### src/rtl/muldiv_sequencer.sv
// Iterative shift-add multiplier / restoring divider that stalls the EX stage while it runs.
// Define MULDIV_SIGNED_EN for two's-complement operands (magnitude datapath plus sign fix-up).
module muldiv_sequencer #(
    parameter int unsigned XLEN  = 32,
    parameter int unsigned CNT_W = 6
) (
    input  logic            clk_i,
    input  logic            rst_i,
    input  logic            start_i,
    input  logic            mem_stall_i,
    input  logic            flush_i,
    input  logic            op_valid_i,
    input  logic            op_div_i,
    input  logic [XLEN-1:0] opa_i,
    input  logic [XLEN-1:0] opb_i,
    output logic [XLEN-1:0] result_lo_o,
    output logic [XLEN-1:0] result_hi_o,
    output logic            done_o,
    output logic            busy_o,
    output logic            ex_stall_o
);

    typedef enum logic [1:0] {IDLE, MUL, DIV, DONE} state_t;

    localparam logic [CNT_W-1:0] CNT_LAST = CNT_W'(XLEN);

    state_t            state;
    state_t            nextState;
    logic [CNT_W-1:0]  cnt;
    logic [2*XLEN-1:0] acc;
    logic [XLEN-1:0]   divisor;
    logic [XLEN-1:0]   resLo;
    logic [XLEN-1:0]   resHi;

    logic              accept;
    logic              cntDone;
    logic              divZero;
    logic [XLEN:0]     mulSum;
    logic [XLEN:0]     remShifted;
    logic [XLEN-1:0]   remSub;
    logic              quotBit;
    logic [2*XLEN-1:0] iterNext;
    logic [XLEN-1:0]   magA;
    logic [XLEN-1:0]   magB;
    logic [XLEN-1:0]   finLo;
    logic [XLEN-1:0]   finHi;
    logic [XLEN-1:0]   zeroRem;

`ifdef MULDIV_SIGNED_EN
    logic              negQ;
    logic              signA;
    logic [XLEN-1:0]   opaRaw;
    logic [2*XLEN-1:0] product;

    always_comb begin
        magA = opa_i[XLEN-1] ? -opa_i : opa_i;
        magB = opb_i[XLEN-1] ? -opb_i : opb_i;
    end

    // Sign fix-up is folded into the DONE-entry write so it costs no cycle.
    always_comb begin
        product = negQ ? -acc : acc;
        if (state == DIV) begin
            finLo = negQ  ? -acc[XLEN-1:0]      : acc[XLEN-1:0];
            finHi = signA ? -acc[2*XLEN-1:XLEN] : acc[2*XLEN-1:XLEN];
        end else begin
            {finHi, finLo} = product;
        end
        zeroRem = opaRaw;
    end
`else
    always_comb begin
        magA           = opa_i;
        magB           = opb_i;
        {finHi, finLo} = acc;
        zeroRem        = acc[XLEN-1:0];
    end
`endif

    // acc holds {upper accumulator, multiplier} for MUL and {remainder, quotient} for DIV.
    always_comb begin
        accept     = op_valid_i & start_i & ~flush_i;
        cntDone    = (cnt == CNT_LAST);
        divZero    = (divisor == '0);
        mulSum     = {1'b0, acc[2*XLEN-1:XLEN]} + {1'b0, divisor};
        remShifted = {acc[2*XLEN-1:XLEN], acc[XLEN-1]};
        quotBit    = (remShifted >= {1'b0, divisor});
        remSub     = XLEN'(remShifted - {1'b0, divisor});
        iterNext   = '0;
        if (state == MUL) begin
            iterNext = acc[0] ? {mulSum, acc[XLEN-1:1]} : {1'b0, acc[2*XLEN-1:1]};
        end else begin
            iterNext = {(quotBit ? remSub : remShifted[XLEN-1:0]), acc[XLEN-2:0], quotBit};
        end
    end

    always_ff @(posedge clk_i or posedge rst_i) begin
        if (rst_i) begin
            state <= IDLE;
        end else begin
            state <= nextState;
        end
    end

    always_comb begin
        nextState = state;
        case (state)
            IDLE: if (accept) nextState = op_div_i ? DIV : MUL;
            MUL:  if (flush_i) nextState = IDLE;
                  else if (cntDone) nextState = DONE;
            DIV:  if (flush_i) nextState = IDLE;
                  else if (divZero || cntDone) nextState = DONE;
            DONE: if (flush_i || !mem_stall_i) nextState = IDLE;
            default: nextState = IDLE;
        endcase
    end

    always_comb begin
        done_o      = (state == DONE);
        busy_o      = (state != IDLE);
        ex_stall_o  = ((state == IDLE) & op_valid_i & start_i) | (state == MUL) | (state == DIV);
        result_lo_o = resLo;
        result_hi_o = resHi;
    end

    always_ff @(posedge clk_i or posedge rst_i) begin
        if (rst_i) begin
            cnt     <= '0;
            acc     <= '0;
            divisor <= '0;
            resLo   <= '0;
            resHi   <= '0;
`ifdef MULDIV_SIGNED_EN
            negQ    <= 1'b0;
            signA   <= 1'b0;
            opaRaw  <= '0;
`endif
        end else begin
            case (state)
                IDLE: begin
                    if (accept) begin
                        acc     <= {{XLEN{1'b0}}, magA};
                        divisor <= magB;
                        cnt     <= '0;
`ifdef MULDIV_SIGNED_EN
                        negQ    <= opa_i[XLEN-1] ^ opb_i[XLEN-1];
                        signA   <= opa_i[XLEN-1];
                        opaRaw  <= opa_i;
`endif
                    end
                end
                MUL, DIV: begin
                    if (flush_i) begin
                        resLo <= '0;
                        resHi <= '0;
                    end else if (state == DIV && divZero) begin
                        resLo <= '1;
                        resHi <= zeroRem;
                    end else if (cntDone) begin
                        resLo <= finLo;
                        resHi <= finHi;
                    end else begin
                        acc <= iterNext;
                        cnt <= cnt + CNT_W'(1);
                    end
                end
                DONE: begin
                    if (flush_i) begin
                        resLo <= '0;
                        resHi <= '0;
                    end
                end
                default: ;
            endcase
        end
    end

endmodule

### config.mk
export PLATFORM = sky130hd
export DESIGN_NAME = muldiv_sequencer
export DESIGN_NICKNAME = d
export VERILOG_FILES = /design/src/rtl/muldiv_sequencer.sv
export SDC_FILE = /design/constraint.sdc
export NUM_CORES = 1
export LEC_CHECK = 0
export ABC_CLOCK_PERIOD_IN_PS = 8600
export BUFFER_PORTS_ARGS = -buffer_cell sky130_fd_sc_hd__buf_4
export CORE_MARGIN = 4
export CORE_UTILIZATION = 45
export CTS_CLUSTER_DIAMETER = 200
export DETAILED_ROUTE_END_ITERATION = 10
export HOLD_SLACK_MARGIN = 0.15
export SYNTH_ARGS = -nofsm -noshare
export SYNTH_HDL_FRONTEND = slang
export SYNTH_SLANG_ARGS = --single-unit
### constraint.sdc
create_clock -name clk_i -period 8.6 [get_ports clk_i]
set_input_delay 0 -clock clk_i [delete_from_list [all_inputs] [get_ports clk_i]]
set_output_delay 0 -clock clk_i [all_outputs]
set_load 0.005 [all_outputs]
# Word level (Yosys, flattened, before mapping)
# Index checks and enable logic that the tools add are counted.
# W data, S select, Z words.
totals:
  input_bits: 71
  out_inout_bits: 67
  ff_bits: 168
op_classes:
  order_cmp: 1
  addsub: 3
  reduce_logical: 14
  bitwise_logic: 7
  n_eq_ne: 13
  n_mux: 30
op_table:
  columns: ["op", "count"]
  rows:
  - ["$mux W64", 6]
  - ["$mux W32", 8]
  - ["$pmux W32 S2", 2]
  - ["$pmux W64 S2", 1]
  - ["$add A32 B32 Y33", 1]
  - ["$ge A33 B32 Y1", 1]
  - ["$logic_not A32 Y1", 1]
  - ["$sub A32 B32 Y32", 1]
  - ["$mux W6", 4]
  - ["$mux W2", 7]
  - ["$pmux W6 S2", 1]
  - ["$ne A2 B2 Y1 const B", 5]
  - ["$pmux W2 S4", 1]
  - ["$add A6 B1 Y6 const B", 1]
  - ["$eq A6 B6 Y1 const B", 1]
  - ["$ne A3 B3 Y1 const B", 2]
  - ["$reduce_bool A2 Y1", 3]
  - ["$reduce_and A5 Y1", 1]
  - ["$and A1 B1 Y1", 4]
  - ["$eq A2 B2 Y1 const B", 2]
  - ["$ne A4 B4 Y1 const B", 1]
  - ["$reduce_and A4 Y1", 1]
  - ["$reduce_and A3 Y1", 1]
  - ["$eq A2 B1 Y1 const B", 1]
  - ["9 further kinds", 11]

# Longest topological paths before layout
# Gate-level depths: netlist (run 1).
depth:
  depth_word: 7
  depth_mapped: 14

# Worst setup path before layout (run 1)
# No wires, ideal clock.
synth_path:
  path_kind: "register -> register"
  start: "register divisor[1]"
  end: "register acc[33]"
  setup_time_ps: 133
  setup_slack_ps: 5585
  arrival_time_ps: 2883
  stages_incl_launch_ff: 13
  t_required_ps: 8467
  cell_sequence: "dfrtp_1 > inv_1 > ha_1 > nor2b_1 > o31a_1 > a41oi_1 > o21ai_1 > o22a_1 > a41oi_4 > buf_6 > mux2_2 > o2111ai_1 > o21ai_0"
synth_via:
  elab_chain_len: 7
  elab_cells_between_ends: 14
  cone_classes: "2 x add/sub; 1 x order compare; 1 x eq/ne; 7 x mux; 3 x reduce/logical"
synth_rtl:
  columns: ["element", "line", "source"]
  rows:
  - ["from (decl)", "31", "logic [XLEN-1:0] divisor;"]
  - ["from (signal assigned)", "143", "divisor <= magB;"]
  - ["$sub A32 B32 Y32 (tied with other cells)", "88", "remSub = XLEN'(remShifted - {1'b0, divisor});"]
  - ["$mux W32 or $mux W64 (tied branches)", "93, 91", null]
  - ["$mux W64", "90", "if (state == MUL) begin"]
  - ["$mux W64", "159", "end else if (cntDone) begin"]
  - ["$mux W64", "156", "end else if (state == DIV && divZero) begin"]
  - ["$mux W64", "153", "if (flush_i) begin"]
  - ["$pmux W64 S2", "139", "case (state)"]
  - ["to (signal assigned)", "142", "acc <= {{XLEN{1'b0}}, magA};"]
  - ["to (signal assigned)", "163", "acc <= iterNext;"]
  - ["to (decl)", "30", "logic [2*XLEN-1:0] acc;"]
# Several ways; a longest one is shown, not always the timed one. The select of a mux whose other input is x is not followed.
# A chain may end at the register's enable or synchronous reset.

# Worst setup path after layout (run 1)
layout_path:
  start: "register acc[32]"
  end: "register acc[61]"
layout_via:
  elab_chain_len: 7
  elab_cells_between_ends: 10
  cone_classes: "2 x add/sub; 1 x order compare; 7 x mux"
layout_rtl:
  columns: ["element", "line"]
  rows:
  - ["$sub A32 B32 Y32 (tied with other cells)", "88"]
  - ["$mux W32 or $mux W64 (tied branches)", "93, 91"]
  - ["$mux W64 (*)", "90"]
  - ["$mux W64 (*)", "159"]
  - ["$mux W64 (*)", "156"]
  - ["$mux W64 (*)", "153"]
  - ["$pmux W64 S2 (*)", "139"]
# Every way passes the cells marked *; elsewhere a longest branch is shown, timed or not. The select of a mux whose other input is x is not followed.

==> results of run 1 <==
==> registers in the layout, summed over array words and instances (netlist names) <==
signal and count:
acc 64, divisor 32, result_hi_o 32, result_lo_o 32
cnt 6, state 2
==> critical path, cell delays in order, from the launching register on <==
cell and delay (ns):
sky130_fd_sc_hd__dfrtp_1 0.50, sky130_fd_sc_hd__ha_1 0.36, sky130_fd_sc_hd__nor2b_1 0.16, sky130_fd_sc_hd__o31a_1 0.29, sky130_fd_sc_hd__a41oi_1 0.48, sky130_fd_sc_hd__o21ai_1 0.22, sky130_fd_sc_hd__o22a_1 0.31, sky130_fd_sc_hd__a41oi_4 0.22
sky130_fd_sc_hd__buf_4 0.45, sky130_fd_sc_hd__nand2_1 0.30, sky130_fd_sc_hd__o221a_1 0.35, sky130_fd_sc_hd__a32o_1 0.24
==> cells in the mapped netlist, types with 6 or more instances <==
library cell,count
sky130_fd_sc_hd__o21bai_1,9
sky130_fd_sc_hd__a211oi_1,23
sky130_fd_sc_hd__nor2b_1,9
sky130_fd_sc_hd__a31oi_1,12
sky130_fd_sc_hd__o211ai_1,22
sky130_fd_sc_hd__clkbuf_1,67
sky130_fd_sc_hd__ha_1,70
sky130_fd_sc_hd__o21a_1,9
sky130_fd_sc_hd__a21o_1,41
sky130_fd_sc_hd__buf_1,12
sky130_fd_sc_hd__nand4_1,11
sky130_fd_sc_hd__nand3_1,16
sky130_fd_sc_hd__inv_1,54
sky130_fd_sc_hd__a22o_1,12
sky130_fd_sc_hd__o21ai_1,6
sky130_fd_sc_hd__xnor2_1,32
sky130_fd_sc_hd__mux2_2,37
sky130_fd_sc_hd__o21ai_0,147
sky130_fd_sc_hd__a21oi_1,70
sky130_fd_sc_hd__xor2_1,17
sky130_fd_sc_hd__nand2_1,229
sky130_fd_sc_hd__nor2_1,63
sky130_fd_sc_hd__dfrtp_1,168
sky130_fd_sc_hd__and4_1,7
sky130_fd_sc_hd__o31ai_1,40
sky130_fd_sc_hd__mux2i_1,81
sky130_fd_sc_hd__nand2b_1,14
sky130_fd_sc_hd__nor3_1,17
sky130_fd_sc_hd__a32o_1,8
sky130_fd_sc_hd__nor4_1,11
sky130_fd_sc_hd__and2_1,8
==> stage by stage <==
stage	cell area [µm²]	setup slack (ns)	instances
2_1_floorplan	12100	4.053	1410
3_3_place_gp	13290	4.605	1804
3_5_place_dp	13290	4.599	1804
4_1_cts	14560	4.582	1904
5_1_grt	14560	4.382	1904
6_report	14560	4.593	1904
==> cells by family after synthesis <==
kind of cell / share of synthesized area, %
compound gates: 24.36
simple gates: 14.89
flops: 34.74
buf+inv: 4.756
mux: 10.14
fa+ha+maj: 7.568
xor+xnor: 3.546
==> final cells by class <==
cell class / instances / share of cell area, %
Clock inverter: 14 / 1.048
Timing Repair Buffer: 217 / 12.37
Sequential cell: 168 / 28.87
Inverter: 55 / 1.452
Multi-Input combinational cell: 1098 / 50.46
Tap cell: 335 / 2.878
Clock buffer: 17 / 2.921
==> how the worst max path moves through the flow <==
stage,slack (ns),depth (start not counted),endpoint,from
6_report,4.59,11,acc[61]$_DFFE_PP0P_,acc[32]$_DFFE_PP0P_
5_1_grt,4.38,10,cnt[4]$_DFFE_PP0P_,divisor[21]$_DFFE_PP0P_
4_1_cts,4.58,12,acc[61]$_DFFE_PP0P_,divisor[1]$_DFFE_PP0P_
3_5_place_dp,4.60,11,acc[61]$_DFFE_PP0P_,acc[32]$_DFFE_PP0P_
3_3_place_gp,4.61,11,acc[61]$_DFFE_PP0P_,acc[32]$_DFFE_PP0P_
2_1_floorplan,4.05,1,acc[0]$_DFFE_PP0P_,rst_i
==> power by group through the flow <==
stage	registers, µW	clock network (µW)	logic, µW
2_1_floorplan	1380	0	2870
3_3_place_gp	1540	0	3780
3_5_place_dp	1550	0	3800
4_1_cts	1530	792	3860
5_1_grt	1580	829	4310
6_report	1540	777	3890
==> per-layer routing <==
| metal | track usage, % | wire, µm |
|---|---|---|
| met1 | 39.13 | 18830 |
| met2 | 37.66 | 16120 |
| met3 | 2.309 | 2003 |
| met4 | 6.459 | 656 |
| met5 | 0 | 0 |
==> repair_timing <==
item,in CTS,in global routing
buffers inserted,0,0
hold buffers,69,0
endpoints found under the hold margin,117,0
setup endpoints to repair,0,0
resized for setup,0,0
==> summary.md, run 1 <==
The flow ran to the end, and the final reports show no timing, DRC or antenna violations. The commonest non-fill, non-tap cell in the layout is sky130_fd_sc_hd__nand2_1. The time the worst path needs with I/O delays and setup was 4.007 ns. The total of flip-flops plus latches after synthesis was 168; the fraction of synthesis flops using an asynchronous set or reset pin was 100.0%. The final hold slack was 0.1654 ns; the switching part of the total was 50.32%. The upper clock frequency limit was 249.5 MHz; the length in cells of the worst reg-to-reg path was 11. The worst register-to-register path begins at acc[32]$_DFFE_PP0P_. At the later pin of the worst-skew pair, clock insertion delay measures 0.43 ns.

The run gives 0 as the DRC violation count after routing. For this design the total switching power over the nets is 3120 µW. The floorplan step set the die height to 172.0 µm.

Detailed placement ended at an HPWL of 27.23 mm. Setup slack on the worst flop-to-flop path: 4.59 ns. The signed area change from the synthesized netlist to the final layout is 20.33%. Of the total power, combinational logic draws 62.7%. The final layout contains routed wiring with a total length of 37.61 mm.

The path type of the worst setup path was reg -> reg. The maximum net fanout on the critical path was 51; the power after layout was 6201 µW. The tool flagged a number of max-cap violations equal to 0. Between clock sinks in the finished design, the worst skew comes to 0.01701 ns.

The max-slew violation count came out at 0. The area share of the largest cell type after synthesis came out at 34.74%. The area taken by flip-flops and latches came out at 4204 µm². After floorplanning, the core was sized to cover 26280 µm². The footprint of the multi-input gates was 7347 µm²; the final-report hold violation count was 0. The tools report the clock root buffer as sky130_fd_sc_hd__clkbuf_16. Mean number of vias per cell: 5.855. The logs give 59.22 mm for the wire length of the first global-routing pass and 17 for the number of CTS-inserted buffers. The clock tree synthesis step divided the H-tree into 4 levels. The total vias in the final route was 11148.

The count of buffers added on input and output ports is 137. Cell internal power was estimated by the tool at 3080 µW. The average instance in the mapped netlist occupies 8.583 µm². For this design the ratio of total power to cell area is 425.8 nW/µm². The first-pass iteration count of the detailed router was 6; the core utilization of the finished layout was 55.41%. Synthesis instantiated 68 different standard cells from the library. The top cell types in the final layout, fill and taps aside, are sky130_fd_sc_hd__nand2_1 (229), sky130_fd_sc_hd__dfrtp_1 (168), sky130_fd_sc_hd__buf_4 (148). The CTS clock-pin slew for the worst setup and hold paths is 0.08 ns, and the maximum count of clock buffers along a single path is 2. After detailed routing, the average wire length per cell comes to 19.75 µm. For this design the static power due to leakage is 0.006782 µW. The worst path uses 46.60% of the clock period. The number of placement rows came out at 59. Setup violations remaining at the end of the flow were counted as 0. The DRC marker count from the first detailed-route iteration is 836, and the worst supply voltage drop on vdd is 191.9 µV. For this run, the number of Yosys warnings is 0.

The effective utilization at floorplan was 46.05%; the number of antenna violations at the first check in global routing was 0. The worst slew margin relative to its limit was 30.54%. Worst hold-check path type: in -> async. Entering global routing, the biggest net connects 97 pins.

The tools report the number of global-route vias before repair as 10499. From left edge to right edge, the die measures 172.0 µm. The tools report the count of clock tree sinks as 168. The worst setup path is launched from a flip-flop.

At the worst endpoint, the arrival time is 4.32 ns. In the final layout, the share of cells above drive strength 1 is 14.91%. The final global-route overflow total is 0. Summing every instance area after synthesis gives 12100 µm².

The tools report the net count of the finished layout as 1700. The worst register-to-register path ends at acc[61]$_DFFE_PP0P_. Sequential elements use 34.74% of the synthesized area.

The area of the die came out at 29580 µm². At the end of routability-driven placement, the weighted congestion stood at 0.9601. The count of nets left with antenna violations once routing finished came out at 0.

Post-synthesis net count: 1553. Sorting the synthesized cells by area gives the leading types as sky130_fd_sc_hd__dfrtp_1 (35%), sky130_fd_sc_hd__ha_1 (7.2%), sky130_fd_sc_hd__nand2_1 (7.1%). The kind of end point of the critical path was a flip-flop. TritonCTS built the clock tree. The cell accounting for the most synthesized area is sky130_fd_sc_hd__dfrtp_1. The most frequently used flop master after synthesis is sky130_fd_sc_hd__dfrtp_1. The repair_antennas step left the layout with diodes totalling 0. Synthesis handed over a netlist of 1410 instances. The run gives 24.8% as the sequential share of power. Setup total negative slack on the finished layout was measured at 0 ns. Setup repair after global routing left no endpoint under its margin.

Counting flops with a built-in enable in the synthesized netlist gives 0. The total routing resource utilization after global routing is 25.18%, and the transition time at the pin with the least slew margin is 1.042 ns. The logs give 2429 for the number of fillers in the final layout and 12.5% for the portion of total power attributed to the clock network. Data on the critical path is required at its endpoint by 8.92 ns.

The tools report the number of I/O pins as 138.
Power figures use the tool's default switching activity.
==> inputs of run 2 (changes only) <==
- ABC_CLOCK_PERIOD_IN_PS: 8600 -> 3650
- PLACE_DENSITY: unset -> 0.66
- clock period: 8.6 -> 3.65 ns (I/O delays scaled with it)
==> summary.md, run 2 (synthesis results as in run 1) <==
Clock-pin slew was measured on the worst setup and hold paths at 0.08 ns. STA classifies the critical path endpoint as a flip-flop. Leaving out fill and tap cells, the most frequent cells in the layout are sky130_fd_sc_hd__nand2_1 (229), sky130_fd_sc_hd__buf_4 (179), sky130_fd_sc_hd__dfrtp_1 (168). The tools report the number of global-route vias before repair as 10602.

The core utilization of the finished layout was 56.61%; the max-slew violation count was 0. The kind of launch point of the worst setup path is a flip-flop. The first global-routing pass estimated 59.26 mm of wire.

CTS built an H-tree with a depth of 4. TritonCTS built the clock tree. Leaving out filler cells and counting taps, the final layout contains 1940. The effective utilization at floorplan is 46.05%.

The congestion estimate from routability-driven global placement came to 0.9442. Counting tap cells, the placed design contains a total of 1838 instances. The register with the most flip-flops in the final layout is acc. In this run the worst path has a maximum fanout of 9.

Summed over all failing endpoints, the final setup total negative slack is 0 ns. Across the run, the number of max-cap violations was 0. The run gives 26280 µm² as the core area. The number of CTS-inserted buffers is 17, and the average wire length per cell after detail routing is 19.54 µm.

The tools report the clock network latency to the later pin of the worst-skew pair as 0.44 ns. The signed area change from the synthesized netlist to the final layout is 22.94%, and the largest net degree at the start of global routing is 169. The tools report the worst slew margin relative to its limit as 30.04%.

Data on the critical path arrives at its endpoint at 3.78 ns. Setup repair after global routing left no endpoint under its margin. For the net count of the finished layout, the log shows 1736. Share of final-layout standard cells stronger than drive strength 1: 16.76%. In this run the worst hold path is classified as in -> async. The overall die width is 172.0 µm.

Post-CTS timing repair inserted 0 buffers for setup. For this design the ratio of total power to cell area is 1008 nW/µm². The analysis attributes to cell leakage a power of 0.006968 µW.

The setup-violating endpoint count in the final report came out at 0. The logs give 288.6 MHz for the upper clock frequency limit and 14990 µW for the power after layout. For this run, the detailed router's first-pass iteration total came to 5. Global routing finished with a remaining overflow of 0.

Dividing the detail-routed via count by the number of cells gives 5.887. Global routing used 25.15% of the available tracks across all layers. Summing over every cut layer, the via total after detailed routing is 11421. The detailed router finished its first iteration with 1080 violations.

The final-report hold violation count was 0; the worst supply voltage drop on vdd was 477.6 µV. The die covers 29580 µm². On the final layout, the worst clock skew is 0.01688 ns. For the maximum count of clock buffers along a single path, the log shows 2.

For this run, design rule violations remaining after detail routing come to 0. Number of I/O port buffers: 137. The run finished with clean final reports. The count of clock tree sinks is 168, and the area of all placed cells without fillers is 14880 µm². Commonest non-fill, non-tap cell in the layout: sky130_fd_sc_hd__nand2_1. The number of antenna violations at the first check in global routing was 0; the floorplan die height was 172.0 µm. After detailed routing, the total wire length is 37.91 mm. For the number of I/O pins, the log shows 138. The cell area reported after detailed placement was 13580 µm². The detail route stage leaves a number of antenna-violating nets equal to 0. At the worst endpoint, the required time is 3.97 ns. The critical path in this run is classified as reg -> reg. The flip-flop count of the largest register, all copies and words added is 64, and the fraction of the cycle the final worst path needs is 94.93%.

The number of antenna diodes in the final layout is 0. The cell sitting at the root of the clock tree is a sky130_fd_sc_hd__clkbuf_16. After layout, the minimum clock period comes to 3.465 ns.

The final HPWL from detailed placement was 27.57 mm; the transition time at the pin with the least slew margin was 1.049 ns. The floorplan has 59 rows.
==> run 2: worst paths after layout <==
kind / startpoint / end / slack, ns / depth (start not counted)
setup / recovery: acc[51]$_DFFE_PP0P_ / acc[59]$_DFFE_PP0P_ / 0.19 / 10
hold / removal: rst_i / result_lo_o[3]$_DFFE_PP0P_ / 0.31 / 4
setup reg to reg: acc[51]$_DFFE_PP0P_ / acc[59]$_DFFE_PP0P_ / 0.19 / 10
hold reg to reg: result_lo_o[11]$_DFFE_PP0P_ / result_lo_o[11]$_DFFE_PP0P_ / 0.47 / 2
max in group asynchronous: rst_i / divisor[14]$_DFFE_PP0P_ / 2.46 / 4
min in group clk_i: opb_i[5] / divisor[5]$_DFFE_PP0P_ / 0.33 / 3
==> run 2: timing repair <==
item,in CTS,in global routing
hold buffers,71,0
resized for setup,0,1
hold endpoints to repair,239,0
endpoints found under the setup margin,0,1
==> run 2: layout make-up <==
class                   count  area [µm²]
well taps                 335       419.2
clock buffers              17       425.4
multi-input cells        1098        7350
flip-flops and latches    168        4204
fillers                  2459       11400
repair buffers            253        2115
inverters                  55       210.2
clock inverters            14       155.1
==> run 2: per-stage QoR <==
stage / setup slack [ns] / hold WS, ns
floorplan: 0.6346 / 0.1506
global placement: 0.2637 / 0.2323
detailed placement: 0.2363 / 0.2362
CTS: 0.2039 / 0.3179
global route: 0.02686 / 0.3269
finish: 0.1850 / 0.3121
==> run 2: report_power, final <==
group / internal, µW / switching [µW] / total, µW / leakage [µW]
Combinational: 4000 / 5570 / 9560 / 0.00452
Sequential: 2630 / 954 / 3580 / 0.00217
Clock: 917 / 931 / 1850 / 0.000285
Total: 7540 / 7450 / 15000 / 0.00697
==> run 2: per-layer routing <==
metal / share of wire [%] / vias to the layer above / GRT usage, %
met5: 0 / - / 0
met4: 1.7 / 0 / 5.776
met2: 44 / 430 / 39.03
li1: - / 5490 / -
met3: 6.8 / 48 / 3.521
met1: 47 / 5453 / 37.39
==> run 2: worst max-delay path, stage by stage (launching register included) <==
cell and delay (ns):
sky130_fd_sc_hd__dfrtp_1 0.51, sky130_fd_sc_hd__ha_1 0.36, sky130_fd_sc_hd__a21o_1 0.24, sky130_fd_sc_hd__a31oi_1 0.22
sky130_fd_sc_hd__o21ai_1 0.12, sky130_fd_sc_hd__or3_1 0.39, sky130_fd_sc_hd__o22a_1 0.27, sky130_fd_sc_hd__a41oi_4 0.50
sky130_fd_sc_hd__or2_1 0.30, sky130_fd_sc_hd__o221ai_1 0.16, sky130_fd_sc_hd__a32o_1 0.30
